**src/rtl/wired_bus_arbiter.sv**
```systemverilog
// Round-robin owner sequencer for one shared wired/tri-state net: one tenure at a time,
// bounded bursts, all-Z turnaround between owners, and a readback contention check.
module wired_bus_arbiter #(
  parameter int N_REQ     = 4,
  parameter int DW        = 8,
  parameter int MAX_BEATS = 4,
  parameter int TURN_CYC  = 1
) (
  input  logic                clk,
  input  logic                rst_n,
  input  logic [N_REQ-1:0]    req,
  input  logic [N_REQ-1:0]    last,
  input  logic [N_REQ*DW-1:0] wdata,
  input  logic [DW-1:0]       bus_din,
  input  logic                err_clr,
  output logic [N_REQ-1:0]    gnt,
  output logic                bus_oe,
  output logic [DW-1:0]       bus_dout,
  output logic                beat_done,
  output logic                busy,
  output logic                err_contention,
  output logic [1:0]          dbg_state
);
  localparam int IW = (N_REQ > 1) ? $clog2(N_REQ) : 1;

  typedef enum logic [1:0] {IDLE = 2'd0, OWN = 2'd1, TURN = 2'd2} state_e;

  state_e           state_q;
  logic [N_REQ-1:0] gnt_q;
  logic             bus_oe_q;
  logic [IW-1:0]    owner_q;
  logic [IW-1:0]    rr_ptr_q;
  logic [3:0]       beat_cnt_q;
  logic [1:0]       turn_cnt_q;
  logic             err_q;
  logic             err_d;

  logic [IW-1:0]    sel_idx;
  logic [N_REQ-1:0] sel_onehot;
  logic             sel_valid;
  logic [IW:0]      scan;
  logic [IW-1:0]    next_ptr;
  logic             owner_req;
  logic             owner_last;
  logic             tenure_end;
  logic             mismatch;

  // Scan downward so the lowest offset from rr_ptr_q is the last (winning) assignment.
  always_comb begin
    sel_valid  = 1'b0;
    sel_idx    = '0;
    sel_onehot = '0;
    scan       = '0;
    for (int k = N_REQ - 1; k >= 0; k--) begin
      scan = {1'b0, rr_ptr_q} + (IW+1)'(k);
      if (scan >= (IW+1)'(N_REQ)) scan = scan - (IW+1)'(N_REQ);
      if (req[scan[IW-1:0]]) begin
        sel_valid = 1'b1;
        sel_idx   = scan[IW-1:0];
      end
    end
    sel_onehot[sel_idx] = 1'b1;
  end

  // req[o] high in OWN is a transferred beat; the owner holds wdata until it drops req.
  assign owner_req  = req[owner_q];
  assign owner_last = last[owner_q];
  assign tenure_end = !owner_req || owner_last || (beat_cnt_q == 4'(MAX_BEATS - 1));
  assign next_ptr   = (owner_q == IW'(N_REQ - 1)) ? '0 : owner_q + IW'(1);

  assign bus_dout  = bus_oe_q ? wdata[int'(owner_q)*DW +: DW] : '0;
  assign mismatch  = (state_q == OWN) && (bus_din !== bus_dout);
  assign err_d     = mismatch ? 1'b1 : (err_clr ? 1'b0 : err_q);

  always_ff @(posedge clk or negedge rst_n) begin
    if (!rst_n) begin
      state_q    <= IDLE;
      gnt_q      <= '0;
      bus_oe_q   <= 1'b0;
      owner_q    <= '0;
      rr_ptr_q   <= '0;
      beat_cnt_q <= '0;
      turn_cnt_q <= '0;
      err_q      <= 1'b0;
    end else begin
      err_q <= err_d;
      unique case (state_q)
        IDLE: begin
          if (sel_valid) begin
            state_q    <= OWN;
            gnt_q      <= sel_onehot;
            bus_oe_q   <= 1'b1;
            owner_q    <= sel_idx;
            beat_cnt_q <= '0;
          end
        end
        OWN: begin
          if (owner_req) beat_cnt_q <= beat_cnt_q + 4'd1;
          if (tenure_end) begin
            gnt_q      <= '0;
            bus_oe_q   <= 1'b0;
            rr_ptr_q   <= next_ptr;
            turn_cnt_q <= '0;
            state_q    <= (TURN_CYC > 0) ? TURN : IDLE;
          end
        end
        TURN: begin
          if (turn_cnt_q == 2'(TURN_CYC - 1)) state_q <= IDLE;
          else turn_cnt_q <= turn_cnt_q + 2'd1;
        end
        default: state_q <= IDLE;
      endcase
    end
  end

  assign gnt            = gnt_q;
  assign bus_oe         = bus_oe_q;
  assign beat_done      = (state_q == OWN) && owner_req;
  assign busy           = (state_q != IDLE);
  assign err_contention = err_q;
  assign dbg_state      = state_q;

endmodule

```
**config.mk**
```make
export PLATFORM = sky130hd
export DESIGN_NAME = wired_bus_arbiter
export DESIGN_NICKNAME = d
export VERILOG_FILES = /design/src/rtl/wired_bus_arbiter.sv
export SDC_FILE = /design/constraint.sdc
export NUM_CORES = 1
export LEC_CHECK = 0
export BUFFER_PORTS_ARGS = -buffer_cell sky130_fd_sc_hd__buf_2
export CORE_MARGIN = 4
export CORE_UTILIZATION = 45
export DETAILED_ROUTE_END_ITERATION = 8
export GPL_TIMING_DRIVEN = 0
export PLACE_DENSITY = 0.76
export SETUP_SLACK_MARGIN = 0.5
export SLEW_MARGIN = 20
export SYNTH_ARGS = -nofsm -noshare
export SYNTH_HDL_FRONTEND = slang
export SYNTH_SLANG_ARGS = --single-unit
```
**constraint.sdc**
```tcl
create_clock -name clk -period 2.5 [get_ports clk]
set_clock_uncertainty 0.05 [all_clocks]
set_input_delay 0.75 -clock clk [delete_from_list [all_inputs] [get_ports clk]]
set_output_delay 0.75 -clock clk [all_outputs]
set_load 0.03 [all_outputs]
```
==> reports/results.txt <==
status -> finished, violations left
failing checks -> setup timing
Worst-Margin Slew -> 0.476 ns
power per cell area -> 1220 nW/µm²
vias per cell -> 5.46
internal power -> 1.40 mW
Max Slew Vio Count -> 0
Routed WL per cell -> 15.6 µm
vias in the first global route -> 1445
share of cells above drive strength 1 -> 53.3%
CP top delay family -> multiplexers
Top FF cell, synth -> dfrtp_1
Syn Std Cell Area -> 1380 µm²
largest net degree at the start of global routing -> 19
post-layout util -> 72.2%
Ys Warns -> 0
Crit Path Class -> in2out
Synth top area share -> 32.6%
Critical R2R Launch -> owner_q[0]
Final Hold Fails -> 0
Root Driver -> clkbuf_4
die span in y -> 63.4 µm
max cap viols -> 0
clock buffer depth -> 2
CTS Buf Count -> 3
# IOs -> 69
Netlist cell types -> 37
Leak -> 0.995 nW
power share of the combinational group -> 73.9%
Worst path most repeated cell -> buf_8
Remaining DRCs -> 0
Buffers on Ports -> 68
antenna violations before repair -> 0
max incr delay on CP -> 0.48 ns
row cnt -> 19
final worst-path cycle share -> 100%
critical path startpoint -> req[3]
EDFF count, synth -> 0
FMAX -> 398 MHz
crit path capture type -> output pin
cells along the critical path -> buf_8 > mux4_2 > nor2b_4 > buf_8 > buf_6
clock slew at reported path FFs -> 0.10 ns
Sw Pwr -> 1.11 mW
FF+latch count, synth -> 18
largest area contributor in the netlist -> dfrtp_1
normalized max-slew margin -> 68.0%
CTS tree -> yes
Worst setup SP type -> input port
Critical Path AT -> 1.71 ns
dpl hpwl -> 3000 µm
routability cong. -> 0.766
H-tree depth -> 1
gr usage total -> 20.5%
RSZ-0062 raised after global routing -> yes
Setup Viol. Count Final -> 2
switch share -> 44.2%
Avg Cell Area, Syn -> 10.0 µm²
CTS Hold Bufs -> 0
nets -> 282
Flop pwr share -> 19.0%
Chip Width -> 63.4 µm
setup ws final -> -0.0120 ns
n_diodes -> 0
Synth async-reset ratio -> 100%
insertion delay to the later sink of the worst-skew pair -> 0.30 ns
CTS Sinks -> 18
iteration-0 DRC count of the detailed router -> 47
full die area -> 4020 µm²
post-route ant nets -> 0
Area contributors post-synth -> dfrtp_1 (33%), mux4_1 (13%), nand2_1 (4.9%), mux4_2 (4.9%), o21ai_0 (4.4%)
first-pass GRT wire length -> 6610 µm
gr ovfl total -> 0
HP Class -> in2async
synth-to-layout area growth -> 49.3%
register area share after synthesis -> 32.6%
required time worst endpoint -> 1.70 ns
synth cell count leaders -> dfrtp_1 (18), nand2_1 (18), o21ai_0 (12)
power share of the clock group -> 7.1%
final wirelength -> 4020 µm
router iterations before antenna repair -> 4
final cell count without fillers -> 258
pre-CTS WS -> -0.177 ns
min Tclk post-route -> 2.51 ns
CP max FO -> 2
Slowest-stage cell, CP -> mux4_2
total number of vias -> 1408
Initial Util -> 48.4%
Placed Instances -> 237
Worst Path Buf+Inv -> 3
Core ar. -> 2850 µm²
Post-Synthesis Net Count -> 192
Max VDD drop -> 0.000696 V
synthesized instance count -> 138
-- power by group through the flow --
stage	clock, mW	sequential [mW]	combinational (mW)
final	0.179	0.479	1.86
after global routing	0.198	0.496	1.99
after CTS	0.182	0.477	1.78
after detailed placement	0	0.494	1.45
after global placement	0	0.485	1.41
after floorplan	0	0.580	1.01
-- repair_timing --
action	CTS	global route
pin swaps	3	0
resized for setup	32	5
endpoints found under the setup margin	15	19
setup buffers	13	4
endpoints found under the hold margin	0	0
-- through the flow --
stage / instance area [µm²] / power [mW] / hold slack (ns) / setup TNS, ns
after floorplan: 1390 / 1.59 / 0.401 / 0
after global placement: 1770 / 1.89 / 0.409 / -0.164
after detailed placement: 1770 / 1.94 / 0.434 / -0.205
after CTS: 2020 / 2.43 / 0.326 / -0.0595
after global routing: 2060 / 2.68 / 0.326 / -0.320
final: 2060 / 2.52 / 0.309 / -0.0167
-- area by class of cell --
| type | count | area, µm² |
|---|---|---|
| clock buffer | 4 | 36.3 |
| inverter | 7 | 26.3 |
| tap | 31 | 38.8 |
| sequential | 18 | 452 |
| fill | 214 | 792 |
| timing repair buffer | 85 | 559 |
| multi-input combinational | 107 | 887 |
| buffer | 6 | 61.3 |
-- kinds of logic (layout without fill, tap and decap cells) --
| family | count (synthesis) | after routing | share of synthesized area [%] |
|---|---|---|---|
| adder cells (fa/ha/maj) | 3 | 3 | 2.72 |
| XOR/XNOR | 6 | 6 | 3.81 |
| buffers and inverters | 13 | 102 | 4.80 |
| AO/OA/AOI/OAI | 31 | 31 | 14.8 |
| flip-flops | 18 | 18 | 32.6 |
| AND/OR/NAND/NOR | 54 | 54 | 20.8 |
| multiplexers | 13 | 13 | 20.5 |
-- worst register-to-register path, delay by kind of cell (launching register included) --
kind | cells | cell delay [ns]
AO/OA/AOI/OAI | 4 | 0.72
multiplexers | 1 | 0.51
flip-flops | 1 | 0.40
buffers and inverters | 3 | 0.40
XOR/XNOR | 1 | 0.14
-- metal layers --
layer	GRT usage [%]	wire [µm]	vias up
met3	4.97	221	6
met4	5.39	48	0
met2	39.1	2190	48
met5	0	0	-
li1	-	-	680
met1	22.2	1560	674
-- final timing paths --
path	end	slack (ns)	cells after the start
min	dbg_state[1]	0.31	1
max reg2reg	err_contention	0.15	9
min reg2reg	turn_cnt_q[0]	0.45	1
min in group clk	turn_cnt_q[0]	0.45	1
max	beat_done	-0.01	5
max in group asynchronous	owner_q[0]	1.79	1
-- flip-flops by register name, summed over array words and instances (netlist names) --
name            cells
bus_oe              1
beat_cnt_q          4
dbg_state           2
owner_q             2
err_contention      1
rr_ptr_q            2
turn_cnt_q          2
gnt                 4
-- layout by cell type (no fill, tap or decap), types with 2 or more instances in the layout --
cell	Yosys	layout
a21oi_1	4	3
a21oi_2	2	2
a32o_1	2	2
and2_1	8	2
and2_4	0	8
buf_2	0	54
buf_4	0	17
buf_6	1	13
buf_8	0	2
clkbuf_1	4	2
clkbuf_4	0	3
clkbuf_8	1	2
dfrtp_1	18	17
ha_1	3	3
inv_1	7	7
mux2i_1	2	2
mux4_2	3	9
nand2_1	18	18
nand2b_1	4	4
nor2_1	9	9
nor3b_1	2	2
o21ai_0	12	12
o22ai_1	6	6
o32ai_1	2	2
xnor2_1	5	4
(Power assumes the default switching activity.)
